$ cat config.mk
export PLATFORM = sky130hd
export DESIGN_NAME = adma_desc_ctrl
export DESIGN_NICKNAME = d
export VERILOG_FILES = /design/src/rtl/adma_desc_ctrl.sv
export SDC_FILE = /design/constraint.sdc
export NUM_CORES = 1
export LEC_CHECK = 0
export BUFFER_PORTS_ARGS = -buffer_cell sky130_fd_sc_hd__buf_2
export CORE_MARGIN = 2
export CORE_UTILIZATION = 41
export CTS_CLUSTER_SIZE = 10
export DETAILED_ROUTE_END_ITERATION = 7
export PLACE_DENSITY = 0.68
export SLEW_MARGIN = 20
export SYNTH_ARGS = -nofsm -noshare
export SYNTH_HDL_FRONTEND = slang
export SYNTH_SLANG_ARGS = --single-unit
export TNS_END_PERCENT = 1
$ cat constraint.sdc
create_clock -name CLK -period 3.7 [get_ports CLK]
set_clock_uncertainty 0.15 [all_clocks]
set_input_delay 0.74 -clock CLK [delete_from_list [all_inputs] [get_ports CLK]]
set_output_delay 0.74 -clock CLK [all_outputs]
set_load 0.005 [all_outputs]
$ cat src/rtl/adma_desc_ctrl.sv
// ADMA2-style descriptor engine: fetches 64-bit descriptors from system memory,
// decodes NOP/TRAN/LINK actions and sequences the transfer block.
module adma_desc_ctrl #(
  parameter int unsigned DESC_STRIDE = 8,
  parameter int unsigned MAX_DESC    = 1024
) (
  input  logic        CLK,
  input  logic        RESET,
  input  logic        adma_go,
  input  logic        adma_abort,
  input  logic [63:0] desc_base,
  input  logic        dir_in,
  output logic        mem_req,
  output logic [63:0] mem_addr,
  input  logic        mem_ack,
  input  logic [63:0] mem_rdata,
  output logic        start,
  output logic        direction,
  output logic [15:0] length,
  output logic [63:0] address_init,
  input  logic        transfer_done,
  output logic        busy,
  output logic        done,
  output logic        irq,
  output logic        error,
  output logic [63:0] err_ptr
);

  localparam int unsigned CW = $clog2(MAX_DESC + 1);

  typedef enum logic [2:0] {
    S_IDLE, S_FETCH, S_DECODE, S_XFER_START, S_XFER_WAIT, S_ERROR
  } state_t;

  state_t        state, state_next;
  logic [63:0]   desc_ptr;
  logic [63:0]   desc_word;
  logic [CW-1:0] desc_cnt;

  // Datapath strobes produced by the next-state logic
  logic ld_go, ld_word, ld_xfer, ptr_link, ptr_inc, set_err, clr_err, cnt_inc;

  // Descriptor fields of the most recently fetched word
  logic        d_valid, d_end, d_int;
  logic [1:0]  d_act;
  logic [15:0] d_len;
  logic [63:0] d_addr;

  assign d_valid = desc_word[0];
  assign d_end   = desc_word[1];
  assign d_int   = desc_word[2];
  assign d_act   = desc_word[5:4];
  assign d_len   = desc_word[31:16];
  assign d_addr  = {32'h0, desc_word[63:32]};

  assign mem_req  = (state == S_FETCH);
  assign mem_addr = desc_ptr;
  assign start    = (state == S_XFER_START);
  assign busy     = (state != S_IDLE);

  // State register
  always_ff @(posedge CLK or negedge RESET) begin
    if (!RESET) state <= S_IDLE;
    else        state <= state_next;
  end

  // Next-state decode, single-cycle pulses and datapath strobes
  always_comb begin
    state_next = state;
    done       = 1'b0;
    irq        = 1'b0;
    ld_go      = 1'b0;
    ld_word    = 1'b0;
    ld_xfer    = 1'b0;
    ptr_link   = 1'b0;
    ptr_inc    = 1'b0;
    set_err    = 1'b0;
    clr_err    = 1'b0;
    cnt_inc    = 1'b0;
    // Abort takes priority over every in-run event and suppresses all pulses
    if (state != S_IDLE && adma_abort) begin
      state_next = S_IDLE;
      clr_err    = 1'b1;
    end else begin
      case (state)
        S_IDLE: begin
          if (adma_go) begin
            ld_go      = 1'b1;
            state_next = S_FETCH;
          end
        end
        S_FETCH: begin
          if (mem_ack) begin
            ld_word    = 1'b1;
            state_next = S_DECODE;
          end
        end
        S_DECODE: begin
          if (!d_valid || desc_cnt == CW'(MAX_DESC)) begin
            set_err    = 1'b1;
            state_next = S_ERROR;
          end else begin
            cnt_inc = 1'b1;
            case (d_act)
              2'b10: begin
                ld_xfer    = 1'b1;
                state_next = S_XFER_START;
              end
              2'b11: begin
                ptr_link = 1'b1;
                if (d_end) begin
                  done       = 1'b1;
                  state_next = S_IDLE;
                end else begin
                  state_next = S_FETCH;
                end
              end
              default: begin
                if (d_end) begin
                  done       = 1'b1;
                  state_next = S_IDLE;
                end else begin
                  ptr_inc    = 1'b1;
                  state_next = S_FETCH;
                end
              end
            endcase
          end
        end
        S_XFER_START: state_next = S_XFER_WAIT;
        S_XFER_WAIT: begin
          if (transfer_done) begin
            irq = d_int;
            if (d_end) begin
              done       = 1'b1;
              state_next = S_IDLE;
            end else begin
              ptr_inc    = 1'b1;
              state_next = S_FETCH;
            end
          end
        end
        S_ERROR: state_next = S_IDLE;
        default: state_next = S_IDLE;
      endcase
    end
  end

  // Descriptor pointer, latched descriptor, transfer outputs and error status
  always_ff @(posedge CLK or negedge RESET) begin
    if (!RESET) begin
      desc_ptr     <= '0;
      desc_word    <= '0;
      desc_cnt     <= '0;
      direction    <= 1'b1;
      length       <= '0;
      address_init <= '0;
      error        <= 1'b0;
      err_ptr      <= '0;
    end else begin
      if (ld_go) begin
        desc_ptr  <= desc_base;
        direction <= dir_in;
        error     <= 1'b0;
        desc_cnt  <= '0;
      end
      if (ld_word) desc_word <= mem_rdata;
      if (ld_xfer) begin
        length       <= d_len;
        address_init <= d_addr;
      end
      if (ptr_link) desc_ptr <= d_addr;
      if (ptr_inc)  desc_ptr <= desc_ptr + 64'(DESC_STRIDE);
      if (cnt_inc)  desc_cnt <= desc_cnt + 1'b1;
      if (set_err) begin
        error   <= 1'b1;
        err_ptr <= desc_ptr;
      end
      if (clr_err) error <= 1'b0;
    end
  end

endmodule

==> impl_metrics.json, run 1 <==
{
  "hold_path_class": "in2async",
  "cts_buffers": 30,
  "grt_max_degree": 88,
  "grt_pass1_vias": 9321,
  "wl_um": 34660,
  "grt_pass1_wl_um": 53630,
  "finalHoldViolations": 0,
  "h-tree-depth": 1,
  "cts_sinks": 245,
  "dieArea_um2": 29830,
  "routed_via_density": 5.450,
  "status": "complete, no violations",
  "dr_total_vias": 9380,
  "fin_crit_sh_pct": 96.76,
  "finalSetupViolations": 0,
  "die_w_um": 172.7,
  "drive_above_1_share_pct": 41.39,
  "syn2layout_area_growth_pct": 24.12,
  "peakVddDrop_v": 0.0003926,
  "die_h_um": 172.7,
  "worstMarginPinSlew_ns": 0.7281,
  "yosysTopAreaCell": "dfrtp_1",
  "synth_enable_flop_cells": 0,
  "dp.cells": 1671,
  "ant_nets": 0,
  "remaining_drc_errors": 0,
  "yosys-top-cells-area": "dfrtp_1 52%, mux2_2 14%, nand2_1 3.3%, mux2_4 2.6%, buf_4 2.4%",
  "pwr_density_cell_nw_per_um2": 767.8,
  "hpwl_um": 25070,
  "port_buffers": 306,
  "drtPass1Iterations": 6,
  "fillers": 2550,
  "gp_congestion": 0.8468,
  "finalCriticalPeriod_ns": 3.580,
  "ioPinCount": 350,
  "clockRootBuffer": "clkbuf_16",
  "cts_resized": 0,
  "path_class": "reg2out",
  "synth_area_um2": 11670,
  "fin_area_um2": 14490,
  "maxCapViolCount": 0,
  "core_um2": 27930,
  "grt_overflow_total": 0,
  "drv_slew": 0,
  "grtUsageTotal_pct": 22.70,
  "yosys.area.top_type_share_pct": 52.32,
  "num_rows": 61,
  "whs_ns": 0.06058,
  "relSlewSlack_pct": 51.02,
  "cts_tree": "yes",
  "endpoint_kind": "output pin",
  "clockBufferDepth": 3,
  "ys_warn_count": 0,
  "finalNetCount": 1465,
  "initial_core_util_pct": 41.78,
  "ys_async_sr_fraction_pct": 100.0,
  "cp.required_ns": 2.81,
  "ys_ff_latch": 245,
  "clkLatencyLatePin_ns": 0.55,
  "max_freq_ghz": 0.2793,
  "start_kind": "flop",
  "yosysUniqueCellTypes": 73,
  "syn_avg_cell_area_um2": 11.49,
  "synthCells": 1016,
  "multiInputGateArea_um2": 5090,
  "cp_max_fo": 6,
  "seq_area_um2": 6132,
  "drtIter0Drc": 589,
  "seq_area_frac_synth_pct": 52.54,
  "wl_per_cell_um": 20.14,
  "placed_cell_area_um2": 13560,
  "synth-main-ff-cell": "dfrtp_1",
  "cp.arrival_ns": 2.69,
  "power_leakage_nw": 6.982,
  "clkTransAtPathRegs_ns": 0.06,
  "antenna_found_initial": 5,
  "stdcell_count": 1721
}
-- logic make-up after synthesis --
kind of cell               count (synthesis)  synth area share [%]
AOI/OAI and AO/OA                        169                 9.531
xor gates and xnor gates                  22                 1.651
adders and majority gates                  3                0.3216
buffers and inverters                     97                 5.039
DFF                                      245                 52.54
muxes                                    169                 16.92
other                                      1               0.03213
and+or+nand+nor                          310                 13.97
-- cell type report --
class,instances,area share [%]
multi-input combinational,705,35.14
sequential,245,42.33
inverter,12,0.3109
antenna,2,0.03455
clock inverter,2,0.2418
tap,378,3.265
timing repair buffer,333,12.64
clock buffer,44,6.037
-- worst max-delay path: stages, from the launching register on --
cell and delay (ns):
dfrtp_1 0.42, inv_1 0.08, ha_1 0.15, or4b_1 0.47, o41a_1 0.47, nand3_1 0.14, o21ai_0 0.08, and4_1 0.21
buf_2 0.12
-- cell usage after synthesis, types with 3 or more instances --
cell      count
and3_1       16
nand4_1      23
clkbuf_1     27
a31oi_1       7
buf_4        37
a211oi_1      7
a21oi_1      22
or4_1         6
or3_1         5
inv_1        12
mux2_4       20
buf_6         5
o22ai_1       9
and4_1       12
nand3_1      41
mux2_2      146
mux2i_1       3
o21ai_1       6
o21ai_0      50
o21a_1        3
xnor2_1      19
xor2_1        3
o211ai_1     18
nor2_1       29
nor3b_1       3
a22oi_1       6
dfrtp_1     244
nand2_1     103
nor4_1       17
o311ai_0      4
nand2b_1      7
o31ai_1      10
and2_1        5
a311oi_1      3
buf_2        12
nor2b_1       3
ha_1          3
o31a_1        3
a32oi_1       3
nor3_1       25
-- per-layer routing --
layer	track usage [%]	part of all wire, %
met1	30.26	43
met2	37.97	48
met3	4.881	7.1
met4	5.473	2.0
met5	0	0.11
-- path summary, 6_finish.rpt --
kind | start | end | slack [ns] | cells past startpoint
min in group CLK | desc_base[32] | mem_addr[32]$_DFFE_PN0P_ | 0.25 | 2
worst min-delay path | RESET | err_ptr[27]$_DFFE_PN0P_ | 0.06 | 1
worst max-delay path | desc_cnt[0]$_DFFE_PN0P_ | done | 0.12 | 8
worst max register to register | desc_cnt[0]$_DFFE_PN0P_ | length[0]$_DFFE_PN0P_ | 0.42 | 9
worst min register to register | direction$_DFFE_PN1P_ | direction$_DFFE_PN1P_ | 0.31 | 2
max in group asynchronous | RESET | err_ptr[44]$_DFFE_PN0P_ | 2.49 | 2
-- state kept, by name, summed over array words and instances, names as in the netlist --
name / cells
direction: 1
desc_cnt: 11
address_init: 32
state: 3
err_ptr: 64
desc_word: 53
length: 16
mem_addr: 64
error: 1
-- cell usage in the layout, fill, tap and decap left out, types with 8 or more instances in the layout --
cell,n
and3_1,16
xnor2_1,19
buf_2,305
nor3_1,25
o22ai_1,9
buf_4,20
conb_1,32
o31ai_1,10
inv_1,12
a21oi_1,22
nand4_1,23
nor2_1,28
mux2_4,20
dfrtp_1,244
and4_1,12
mux2_2,146
nor4_1,17
o21ai_0,50
o211ai_1,18
nand3_1,40
clkbuf_1,8
nand2_1,101
clkbuf_16,31
-- metrics by stage --
step / utilization (%) / setup TNS, ns / setup slack, ns / total power (W)
after global routing: 51.85 / -0.001767 / -0.001767 / 0.01183
final: 51.86 / 0 / 0.1200 / 0.01112
after floorplan: - / 0 / 0.8353 / 0.006676
after global placement: 48.53 / 0 / 0.6012 / 0.008273
after detailed placement: 48.53 / 0 / 0.5407 / 0.008431
after CTS: 51.79 / 0 / 0.08038 / 0.01121
-- timing repair --
action | in CTS | in global routing
hold buffers | 0 | 0
buffers inserted | 0 | 2
setup endpoints to repair | 0 | 1
-- where the power goes --
| group | switching [W] | total [W] | internal (W) |
|---|---|---|---|
| registers | 0.00113 | 0.00489 | 0.00376 |
| clock network | 0.00107 | 0.00274 | 0.00167 |
| logic | 0.00167 | 0.00350 | 0.00183 |
| total | 0.00387 | 0.0111 | 0.00725 |
Power figures use the tool's default switching activity.
==> inputs of run 2 (changes only) <==
Settings changed: CORE_MARGIN 2 to default.
==> run 2 against run 1 <==
  * Fmax fell by 0.68%
  * Critical endpoint unchanged
  * Sequential share of layout area increased by 0.36 points
  * Via count is 0.30% higher
  * Routed wire length down 0.97%
  * Register-to-register slack about the same
  * Setup slack got worse by 0.024 ns
  * Final area fell by 0.81%
==> impl_metrics.json, run 2 (synthesized netlist as in run 1, its figures left out) <==
{
  "status": "complete, no violations",
  "relSlewSlack_pct": 46.53,
  "h-tree-depth": 1,
  "cts_sinks": 245,
  "wl_um": 34320,
  "peakVddDrop_v": 0.0004580,
  "endpoint_kind": "output pin",
  "remaining_drc_errors": 0,
  "internal_power_w": 0.007040,
  "port_buffers": 306,
  "total_power_w": 0.01091,
  "reg2reg_from": "desc_cnt[0]$_DFFE_PN0P_",
  "clockRootBuffer": "clkbuf_16",
  "cp.arrival_ns": 2.71,
  "finalNetCount": 1465,
  "switching_power_w": 0.003872,
  "cts_tree": "yes",
  "final_core_util_pct": 51.58,
  "die_h_um": 170.7,
  "drtPass1Iterations": 5,
  "grtUsageTotal_pct": 23.20,
  "seqPwrFrac_pct": 44.8,
  "whs_ns": 0.08086,
  "drtIter0Drc": 690,
  "seq_area_um2": 6133,
  "clockBufferDepth": 3,
  "maxCapViolCount": 0,
  "hold_path_class": "in2async",
  "clkLatencyLatePin_ns": 0.56,
  "initial_core_util_pct": 41.90,
  "path_class": "reg2out",
  "tns_ns": 0,
  "most-common-layout-cells": "305 x buf_2, 243 x dfrtp_1, 146 x mux2_2",
  "hpwl_um": 24460,
  "grt_max_degree": 96,
  "r2r_slack_ns": 0.42,
  "clockPowerShare_pct": 23.1,
  "rsz0062_at_grt": "false",
  "grt_overflow_total": 0,
  "antenna_found_initial": 4,
  "num_rows": 61,
  "grt_pass1_vias": 9117,
  "swShare_pct": 35.49,
  "routed_via_density": 5.476,
  "pwr_density_cell_nw_per_um2": 759.5,
  "cp.required_ns": 2.81,
  "cp_max_fo": 7,
  "ant_nets": 0,
  "finalCriticalPeriod_ns": 3.604,
  "fin_crit_sh_pct": 97.42,
  "grt_pass1_wl_um": 52120,
  "worstMarginPinSlew_ns": 0.8020,
  "clkTransAtPathRegs_ns": 0.06,
  "cts_buffers": 29,
  "fillers": 2538,
  "max_freq_ghz": 0.2774,
  "drive_above_1_share_pct": 41.36,
  "core_um2": 27860,
  "ioPinCount": 350,
  "finalSetupViolations": 0,
  "rr_worst_depth": 10,
  "die_w_um": 170.7,
  "gp_congestion": 0.8407,
  "syn2layout_area_growth_pct": 23.11,
  "drv_slew": 0,
  "multiInputGateArea_um2": 5100,
  "combPwrFrac_pct": 32.0,
  "r2r_end": "mem_addr[7]$_DFFE_PN0P_",
  "start_kind": "flop",
  "dr_total_vias": 9408,
  "power_leakage_nw": 6.926,
  "finalHoldViolations": 0,
  "layout_commonest_cell": "buf_2",
  "hold_buffers": 0,
  "dieArea_um2": 29150,
  "wl_per_cell_um": 19.98
}
run 2: repair_timing:
item                                    4_1_cts  5_1_grt
buffers inserted                              0        4
resized for setup                             2        1
endpoints found under the setup margin        1        1
pin swaps                                     0        1
run 2: worst max path at each step:
| stage | startpoint | to | slack, ns | cells past startpoint |
|---|---|---|---|---|
| after global routing | desc_cnt[0]$_DFFE_PN0P_ | done | 0.01 | 8 |
| after detailed placement | desc_cnt[0]$_DFFE_PN0P_ | mem_addr[7]$_DFFE_PN0P_ | 0.44 | 9 |
| final | desc_cnt[0]$_DFFE_PN0P_ | done | 0.1 | 8 |
| after global placement | desc_cnt[0]$_DFFE_PN0P_ | mem_addr[7]$_DFFE_PN0P_ | 0.48 | 9 |
| after floorplan | desc_cnt[0]$_DFFE_PN0P_ | done | 0.84 | 8 |
| after CTS | desc_cnt[0]$_DFFE_PN0P_ | done | 0.08 | 8 |
run 2: power groups by stage:
stage	registers [W]	logic, W	clock network (W)
6_report	0.00489	0.00349	0.00253
5_1_grt	0.00506	0.00388	0.00268
3_3_place_gp	0.00485	0.00340	0
3_5_place_dp	0.00492	0.00349	0
4_1_cts	0.00489	0.00351	0.00258
2_1_floorplan	0.00462	0.00206	0
run 2: stage by stage:
| stage | cell area (µm²) | instances | setup WS, ns |
|---|---|---|---|
| 6_report | 14370 | 1718 | 0.09553 |
| 5_1_grt | 14360 | 1716 | 0.01263 |
| 4_1_cts | 14330 | 1711 | 0.07574 |
| 3_5_place_dp | 13510 | 1670 | 0.4358 |
| 3_3_place_gp | 13510 | 1670 | 0.4775 |
| 2_1_floorplan | 11790 | 1047 | 0.8353 |
run 2: cell type report:
class,count,area share [%]
Inverter,12,0.3135
Clock buffer,39,5.451
Multi-Input combinational cell,705,35.49
Antenna cell,3,0.05225
Clock inverter,2,0.1742
Sequential cell,245,42.69
Timing Repair Buffer,334,12.54
Tap cell,378,3.292
run 2: metal layers:
layer	global-route usage (%)	share of wire [%]
met1	30.76	43
met2	37.92	47
met3	4.927	6.7
met4	7.168	2.6
met5	0	0.047
run 2: critical path: stages (launching register included):
cell and delay (ns):
dfrtp_2 0.43, inv_1 0.07, ha_1 0.13, or4b_1 0.49, o41a_4 0.50, nand3_1 0.12
o21ai_0 0.08, and4_1 0.21, buf_2 0.12
==> inputs of run 3 (changes only) <==
==> constraint.sdc (replaced) <==
create_clock -name CLK -period 3.7 [get_ports CLK]
set_clock_uncertainty 0.15 [all_clocks]
set_input_delay 0.925 -clock CLK [delete_from_list [all_inputs] [get_ports CLK]]
set_output_delay 0.925 -clock CLK [all_outputs]
set_load 0.005 [all_outputs]
==> run 3 against run 2 <==
  * Final area increased by 0.62%
  * Critical path type unchanged
  * Die area unchanged
  * Core utilization increased by 0.32 points
  * Count of clock-buffer cells in the layout increased by 3
  * Largest cell class unchanged
  * Fmax about the same
  * Critical path depth decreased by 2
  * Non-clock buffer count unchanged
  * Critical endpoint unchanged
  * Sequential power about the same
  * Setup slack got worse by 0.0027 ns
==> impl_metrics.json, run 3 (synthesized netlist as in run 1, its figures left out) <==
{
  "dp.cells": 1670,
  "slowest_stage": "or4b_1",
  "cp.arrival_ns": 2.53,
  "cts_tree": "yes",
  "port_buffers": 306,
  "pwr_density_cell_nw_per_um2": 768.6,
  "max_freq_ghz": 0.2772,
  "clockBufferDepth": 3,
  "gp_congestion": 0.8697,
  "endpoint_kind": "output pin",
  "hold_path_class": "in2async",
  "stdcell_count": 1720,
  "fin_crit_sh_pct": 97.49,
  "cp_max_fo": 5,
  "crit_family": "simple AND/OR/NAND/NOR gates",
  "peakVddDrop_v": 0.0004369,
  "whs_ns": 0.2512,
  "final_core_util_pct": 51.90,
  "ant_nets": 0,
  "hold_buffers": 0,
  "drive_above_1_share_pct": 41.54,
  "dieArea_um2": 29150,
  "grt_overflow_total": 0,
  "finalSetupViolations": 0,
  "status": "complete, no violations",
  "grtUsageTotal_pct": 23.37,
  "total_power_w": 0.01111,
  "maxCapViolCount": 0,
  "drv_slew": 0,
  "start_kind": "flop",
  "num_rows": 61,
  "worstMarginPinSlew_ns": 0.8263,
  "path_buf_inv": 1,
  "relSlewSlack_pct": 44.92,
  "ioPinCount": 350,
  "clockRootBuffer": "clkbuf_16",
  "drtPass1Iterations": 8,
  "cp_cell_sequence": "or4b_1 > o41a_1 > nand3_1 > o21ai_0 > and4_1 > buf_2",
  "cpPeakStageDelay_ns": 0.59,
  "tns_ns": 0,
  "wl_per_cell_um": 19.99,
  "power_leakage_nw": 6.974,
  "remaining_drc_errors": 0,
  "routed_via_density": 5.431,
  "wl_um": 34390,
  "finalCriticalPeriod_ns": 3.607,
  "clkLatencyLatePin_ns": 0.55,
  "initial_core_util_pct": 41.90,
  "antenna_found_initial": 5,
  "path_class": "reg2out",
  "clkTransAtPathRegs_ns": 0.05,
  "cts_sinks": 245,
  "grt_max_degree": 97,
  "die_w_um": 170.7,
  "cp.required_ns": 2.62,
  "most-common-layout-cells": "305 x buf_2, 244 x dfrtp_1, 146 x mux2_2",
  "grt_pass1_wl_um": 52540,
  "core_um2": 27860,
  "dr_total_vias": 9342,
  "layout_commonest_cell": "buf_2",
  "h-tree-depth": 1,
  "die_h_um": 170.7,
  "rsz0062_at_grt": "false",
  "syn2layout_area_growth_pct": 23.87,
  "grt_pass1_vias": 9126,
  "finalHoldViolations": 0,
  "hpwl_um": 24330,
  "drtIter0Drc": 739,
  "cts_buffers": 30,
  "finalNetCount": 1466
}
run 3: cell count changes in the layout (fill, tap and decap cells not counted), sizes merged:
cell    previous run  this run
clkbuf            39        42
diode              3         1
bufinv             0         1
clkinv             1         2
inv               13        12
run 3: what timing repair did:
item / 4_1_cts / 5_1_grt
gates resized for setup: 1 / 0
pin swaps: 1 / 1
setup endpoints to repair: 1 / 1
gates cloned: 0 / 0
setup buffers: 2 / 2
run 3: per-stage QoR:
stage | setup WS [ns] | instance area [µm²]
floorplan | 0.6503 | 11790
global route | 0.005923 | 14460
detailed placement | 0.4393 | 13520
finish | 0.09282 | 14460
CTS | 0.01775 | 14440
global placement | 0.4414 | 13520
run 3: final cells by class:
type | count | area [µm²]
multi-input combinational | 705 | 5094
fill | 2520 | 13400
clock inverter | 3 | 40.04
antenna | 1 | 2.502
sequential | 245 | 6132
inverter | 12 | 45.04
clock buffer | 42 | 857.1
tap | 378 | 473.0
timing repair buffer | 334 | 1814
run 3: metal layers:
layer  track usage, %  up-vias  share of wire [%]
li1                 -     4292                  -
met1            31.33     4641                 43
met2            37.76      347                 47
met3            5.829       56                7.9
met4            5.797        6                2.0
met5                0        -               0.11
run 3: report_power, final:
group	internal, W	switching (W)	leakage (nW)
Clock	0.00165	0.00108	0.441
Sequential	0.00376	0.00114	3.09
Combinational	0.00182	0.00167	3.44
Total	0.00722	0.00389	6.97
run 3: path summary, 6_finish.rpt:
kind | slack (ns) | cells after the start | end | from
setup / recovery | 0.09 | 6 | done | desc_cnt[7]$_DFFE_PN0P_
hold / removal | 0.25 | 1 | err_ptr[61]$_DFFE_PN0P_ | RESET
setup reg to reg | 0.35 | 9 | mem_addr[12]$_DFFE_PN0P_ | desc_cnt[7]$_DFFE_PN0P_
hold reg to reg | 0.31 | 2 | direction$_DFFE_PN1P_ | direction$_DFFE_PN1P_
max in group asynchronous | 2.36 | 2 | address_init[20]$_DFFE_PN0P_ | RESET
min in group CLK | 0.31 | 2 | direction$_DFFE_PN1P_ | direction$_DFFE_PN1P_
